`config.mk`:
```
export PLATFORM = sky130hd
export DESIGN_NAME = phys_reg_free_list
export DESIGN_NICKNAME = d
export VERILOG_FILES = /design/src/rtl/phys_reg_free_list_pkg.sv /design/src/rtl/phys_reg_free_list_find_first_set.sv /design/src/rtl/phys_reg_free_list.sv
export SDC_FILE = /design/constraint.sdc
export NUM_CORES = 1
export LEC_CHECK = 0
export ABC_AREA = 1
export BUFFER_PORTS_ARGS = -buffer_cell sky130_fd_sc_hd__buf_4
export CORE_MARGIN = 2
export CORE_UTILIZATION = 31
export DETAILED_ROUTE_END_ITERATION = 10
export GPL_TIMING_DRIVEN = 1
export SKIP_LAST_GASP = 1
export SLEW_MARGIN = 30
export SYNTH_ARGS = -nofsm -noshare
export SYNTH_HDL_FRONTEND = slang
export SYNTH_HIERARCHICAL = 1
export SYNTH_SLANG_ARGS = --single-unit
```
`constraint.sdc`:
```
create_clock -name CLK -period 6.4 [get_ports CLK]
set_clock_uncertainty 0.05 [all_clocks]
set_input_delay 0.64 -clock CLK [delete_from_list [all_inputs] [get_ports CLK]]
set_output_delay 0.64 -clock CLK [all_outputs]
set_load 0.02 [all_outputs]
```
`src/rtl/phys_reg_free_list_pkg.sv`:
```
// Shared configuration for the physical register free list.
// Project-wide register-file sizes; a global config may predefine these.
`ifndef PROJ_NUM_ARCH_REGS
`define PROJ_NUM_ARCH_REGS 32
`endif
`ifndef PROJ_NUM_PHYS_REGS
`define PROJ_NUM_PHYS_REGS 64
`endif

package phys_reg_free_list_pkg;
  localparam int DEF_NUM_ARCH_REGS = `PROJ_NUM_ARCH_REGS;
  localparam int DEF_NUM_PHYS_REGS = `PROJ_NUM_PHYS_REGS;
endpackage

```
`src/rtl/phys_reg_free_list_find_first_set.sv`:
```
// Lowest-set-bit finder: index of the least significant 1 in vec, plus valid.
module find_first_set #(
  parameter  int WIDTH = 64,
  localparam int IDX_W = (WIDTH > 1) ? $clog2(WIDTH) : 1
) (
  input  logic [WIDTH-1:0] vec,
  output logic [IDX_W-1:0] index,
  output logic             valid
);

  always_comb begin
    index = '0;
    valid = 1'b0;
    for (int unsigned i = 0; i < WIDTH; i++) begin
      if (!valid && vec[i]) begin
        index = IDX_W'(i);
        valid = 1'b1;
      end
    end
  end

endmodule

```
`src/rtl/phys_reg_free_list.sv`:
```
// Physical register free list: free mask + count, lowest-index allocation,
// retire-time free, flush rebuild from the retirement RAT, sticky error flag.
module phys_reg_free_list
  import phys_reg_free_list_pkg::*;
#(
  parameter  int NUM_ARCH_REGS = DEF_NUM_ARCH_REGS,
  parameter  int NUM_PHYS_REGS = DEF_NUM_PHYS_REGS,
  localparam int LOG_PHYS      = $clog2(NUM_PHYS_REGS)
) (
  input  logic                     CLK,
  input  logic                     RESET,
  input  logic                     Alloc_req_IN,
  output logic                     Alloc_ready_OUT,
  output logic [LOG_PHYS-1:0]      Alloc_reg_OUT,
  input  logic                     Free_valid_IN,
  input  logic [LOG_PHYS-1:0]      Free_reg_IN,
  input  logic                     Flush_IN,
  input  logic [NUM_PHYS_REGS-1:0] Rrat_used_IN,
  output logic [LOG_PHYS:0]        Free_count_OUT,
  output logic                     Error_OUT
);

  localparam logic [NUM_PHYS_REGS-1:0] RESET_MASK = {NUM_PHYS_REGS{1'b1}} << NUM_ARCH_REGS;
  localparam logic [LOG_PHYS:0]        RESET_CNT  = (LOG_PHYS+1)'(NUM_PHYS_REGS - NUM_ARCH_REGS);
  localparam logic [LOG_PHYS:0]        PHYS_CNT   = (LOG_PHYS+1)'(NUM_PHYS_REGS);
  localparam logic [LOG_PHYS:0]        CNT_ONE    = (LOG_PHYS+1)'(1);

  logic [NUM_PHYS_REGS-1:0] free_mask, free_mask_nxt;
  logic [LOG_PHYS:0]        free_cnt, free_cnt_nxt;
  logic                     error_q, error_nxt;

  logic [LOG_PHYS-1:0]      first_idx;
  logic                     first_valid;
  logic [NUM_PHYS_REGS-1:0] free_sel;
  logic [NUM_PHYS_REGS-1:0] alloc_sel;
  logic [LOG_PHYS:0]        used_cnt;
  logic                     alloc_fire;
  logic                     free_busy;
  logic                     free_ok;
  logic                     free_err;

  find_first_set #(.WIDTH(NUM_PHYS_REGS)) u_ffs (
    .vec   (free_mask),
    .index (first_idx),
    .valid (first_valid)
  );

  assign Alloc_ready_OUT = (free_cnt != '0);
  assign Alloc_reg_OUT   = first_valid ? first_idx : '0;
  assign Free_count_OUT  = free_cnt;
  assign Error_OUT       = error_q;

  // One-hot decodes; an out-of-range Free_reg_IN yields an all-zero free_sel,
  // which is then treated exactly like freeing an already-free register.
  always_comb begin
    free_sel  = '0;
    alloc_sel = '0;
    used_cnt  = '0;
    for (int unsigned i = 0; i < NUM_PHYS_REGS; i++) begin
      free_sel[i]  = (Free_reg_IN == LOG_PHYS'(i));
      alloc_sel[i] = (first_idx == LOG_PHYS'(i));
      used_cnt     = used_cnt + (LOG_PHYS+1)'(Rrat_used_IN[i]);
    end
  end

  always_comb begin
    alloc_fire = Alloc_req_IN && Alloc_ready_OUT && !Flush_IN;
    free_busy  = |(free_sel & ~free_mask);
    free_ok    = Free_valid_IN && !Flush_IN && free_busy;
    free_err   = Free_valid_IN && !Flush_IN && !free_busy;

    free_mask_nxt = free_mask;
    free_cnt_nxt  = free_cnt;
    error_nxt     = error_q | free_err;

    if (Flush_IN) begin
      free_mask_nxt = ~Rrat_used_IN;
      free_cnt_nxt  = PHYS_CNT - used_cnt;
    end else begin
      // Allocation uses the pre-edge mask, so a same-cycle free is never granted.
      if (alloc_fire) begin
        free_mask_nxt = free_mask_nxt & ~alloc_sel;
        free_cnt_nxt  = free_cnt_nxt - CNT_ONE;
      end
      if (free_ok) begin
        free_mask_nxt = free_mask_nxt | free_sel;
        free_cnt_nxt  = free_cnt_nxt + CNT_ONE;
      end
    end
  end

  always_ff @(posedge CLK or negedge RESET) begin
    if (!RESET) begin
      free_mask <= RESET_MASK;
      free_cnt  <= RESET_CNT;
      error_q   <= 1'b0;
    end else begin
      free_mask <= free_mask_nxt;
      free_cnt  <= free_cnt_nxt;
      error_q   <= error_nxt;
    end
  end

endmodule

```
==> metrics <==
run status=finished clean; Final ANT Viol Nets=0; Setup crit end kind=primary output; routed vias/inst=approximately 5.2; Critical Path Max Stage Delay=between 400 and 500 ps; DR WL/cell=between 15 and 20 microns; Syn-to-layout area delta=24.28%; largest net degree at the start of global routing=75; TritonCTS clock tree=done; vias in the first global route=between 9000 and 10000; htree depth=3; cell row count=62; final estimated routing congestion in global placement=around 0.98; vias after detailed routing=9735; arrival time worst endpoint=5580 ps; clk sinks=72; CP most frequent cell=nand4_1; die area=30800 sq um; WS Path Type=register to primary output; All-Layer GR Usage=0.2203; Synth warnings=6; final hold vios=0; max-cap viol count=0; Remaining Overflow, GRT=0; EDFF count, synth=0; RSZ-0062 raised after global routing=yes; max-slew violations=0; Residual DRC=0; clk root buf=clkbuf_16; Synth area leader=inv_1; # nets final=1692; Setup TNS Final=0 ps; post-synthesis sequential area ratio=0.2022; dpl ws=-237.6 ps; Post-DP HPWL=26290 microns; highest-delay cell along the critical path=dfrtp_1; global-route wire length before repair=51640 microns; Max Clk Rate=~0.16 GHz; CP startpoint kind=register; flops & latches, synth=72; Worst-Skew Late Latency=360 ps; Final Util=0.3926; syn_area_per_cell=6.768 sq um; Cell Area, Synth=just over 9000 sq um; Syn Nets=around 1500; worst-margin pin slew=941.7 ps; final std cells w/o fill=~1900; initial antenna violation count=0; Synth area leaders=inv_1, fa_1, dfrtp_1; asr flop ratio synth=1.000; most frequent cells after synthesis=inv_1, nand2_1, nor2_1; CTS Buf Count=9; period utilization=0.9795; clock buffer depth=2; routed wire length=between 30000 and 40000 microns; Cells after Synth=1347; CP max FO=5; Initial Util=0.3159; Inst Count DP=about 1900; Final min period=around 6300 ps; starting DRC count in detailed routing=1077; Die Ht=between 150 and 200 microns; ANT cells=0; # port buffers=89; Distinct cells, synth=45; Synth top area share=0.1301; final setup margin=130.9 ps; core area=28860 sq um; worst rel slew slack=0.3699; share of layout cells above drive strength 1=0.2205; Main synth FF type=dfrtp_1; CP Data Required Time=5710 ps; worst hold path type=input pin to async pin; top-count cell post-synth=inv_1; die width=175.5 microns; Initial DRT Pass Iterations=6; clock transition at the registers of the reported paths=60 ps; io pins=90; Final Setup Violations=0
[cell families after synthesis]
family	synth area share
simple gates	0.3124
buf+inv	0.1577
compound gates	0.1182
fa+ha+maj	0.2029
flops	0.2022
xor+xnor	0.006725
[cells in the final DEF, fill, tap and decap left out, types with 4 or more instances in the layout]
cell / instances
a21oi_1: 78
a22oi_1: 64
buf_4: 180
buf_6: 5
clkbuf_16: 10
dfrtp_1: 37
dfstp_2: 33
fa_1: 46
fa_2: 7
ha_1: 58
inv_1: 308
inv_2: 14
nand2_1: 204
nand2_2: 11
nand3_1: 149
nand3b_1: 16
nand4_1: 34
nand4_2: 4
nor2_1: 135
nor2_2: 26
nor2_4: 14
nor3_1: 7
nor4_1: 4
o21ai_0: 8
xnor2_1: 4
[state kept, by name (all words and copies together), names as in the netlist]
register,count
Error_OUT,1
Free_count_OUT,7
free_mask,64
[critical path: cells and delay by family, from the launching register on]
kind,cells,cell delay [ps]
buffers and inverters,2,210
and+or+nand+nor,34,4550
DFF,1,460
[layout make-up]
cell class / count / area, sq um
Multi-Input combinational cell: 911 / 6086
Inverter: 322 / 1209
Tap cell: 384 / 480.5
Timing Repair Buffer: 185 / 1408
Clock buffer: 11 / 264.0
Fill cell: 3084 / 17530
Sequential cell: 72 / 1846
Clock inverter: 5 / 37.54
[path summary, 6_finish.rpt]
kind                       slack [ps]              startpoint                          end  depth (start not counted)
min in group CLK                  400        Rrat_used_IN[41]      free_mask[41]$_DFF_PN1_                          2
max                               130  free_mask[0]$_DFF_PN0_             Alloc_reg_OUT[0]                         36
max in group asynchronous        5510                   RESET       free_mask[1]$_DFF_PN0_                          1
min                               260                   RESET  Free_count_OUT[3]$_DFF_PN0_                          1
max reg2reg                       270  free_mask[0]$_DFF_PN0_       free_mask[6]$_DFF_PN0_                         40
min reg2reg                       450     Error_OUT$_DFF_PN0_          Error_OUT$_DFF_PN0_                          1
[stage by stage]
| step | hold WS (ps) | area [sq um] |
|---|---|---|
| after global routing | 328.9 | 11330 |
| after global placement | 466.1 | 10590 |
| final | 258.3 | 11330 |
| after CTS | 297.8 | 10900 |
| after detailed placement | 446.6 | 10600 |
| after floorplan | 294.4 | 9116 |
[what timing repair did]
item / in CTS / in global routing
gates resized for setup: 0 / 75
endpoints found under the setup margin: 0 / 73
hold buffers: 0 / 0
endpoints found under the hold margin: 0 / 0
buffers inserted: 0 / 22
[per-layer routing]
| layer | track usage | wire (microns) | vias up |
|---|---|---|---|
| met1 | 0.2970 | 14400 | 4637 |
| met3 | 0.04394 | 3190 | 75 |
| met2 | 0.3476 | 15760 | 420 |
| li1 | - | - | 4603 |
| met5 | 0 | 0 | - |
| met4 | 0.08506 | 1192 | 0 |
Power is left out: the tool's default activity adds up to more than one toggle a clock period on the data nets, which glitch-free logic cannot reach.
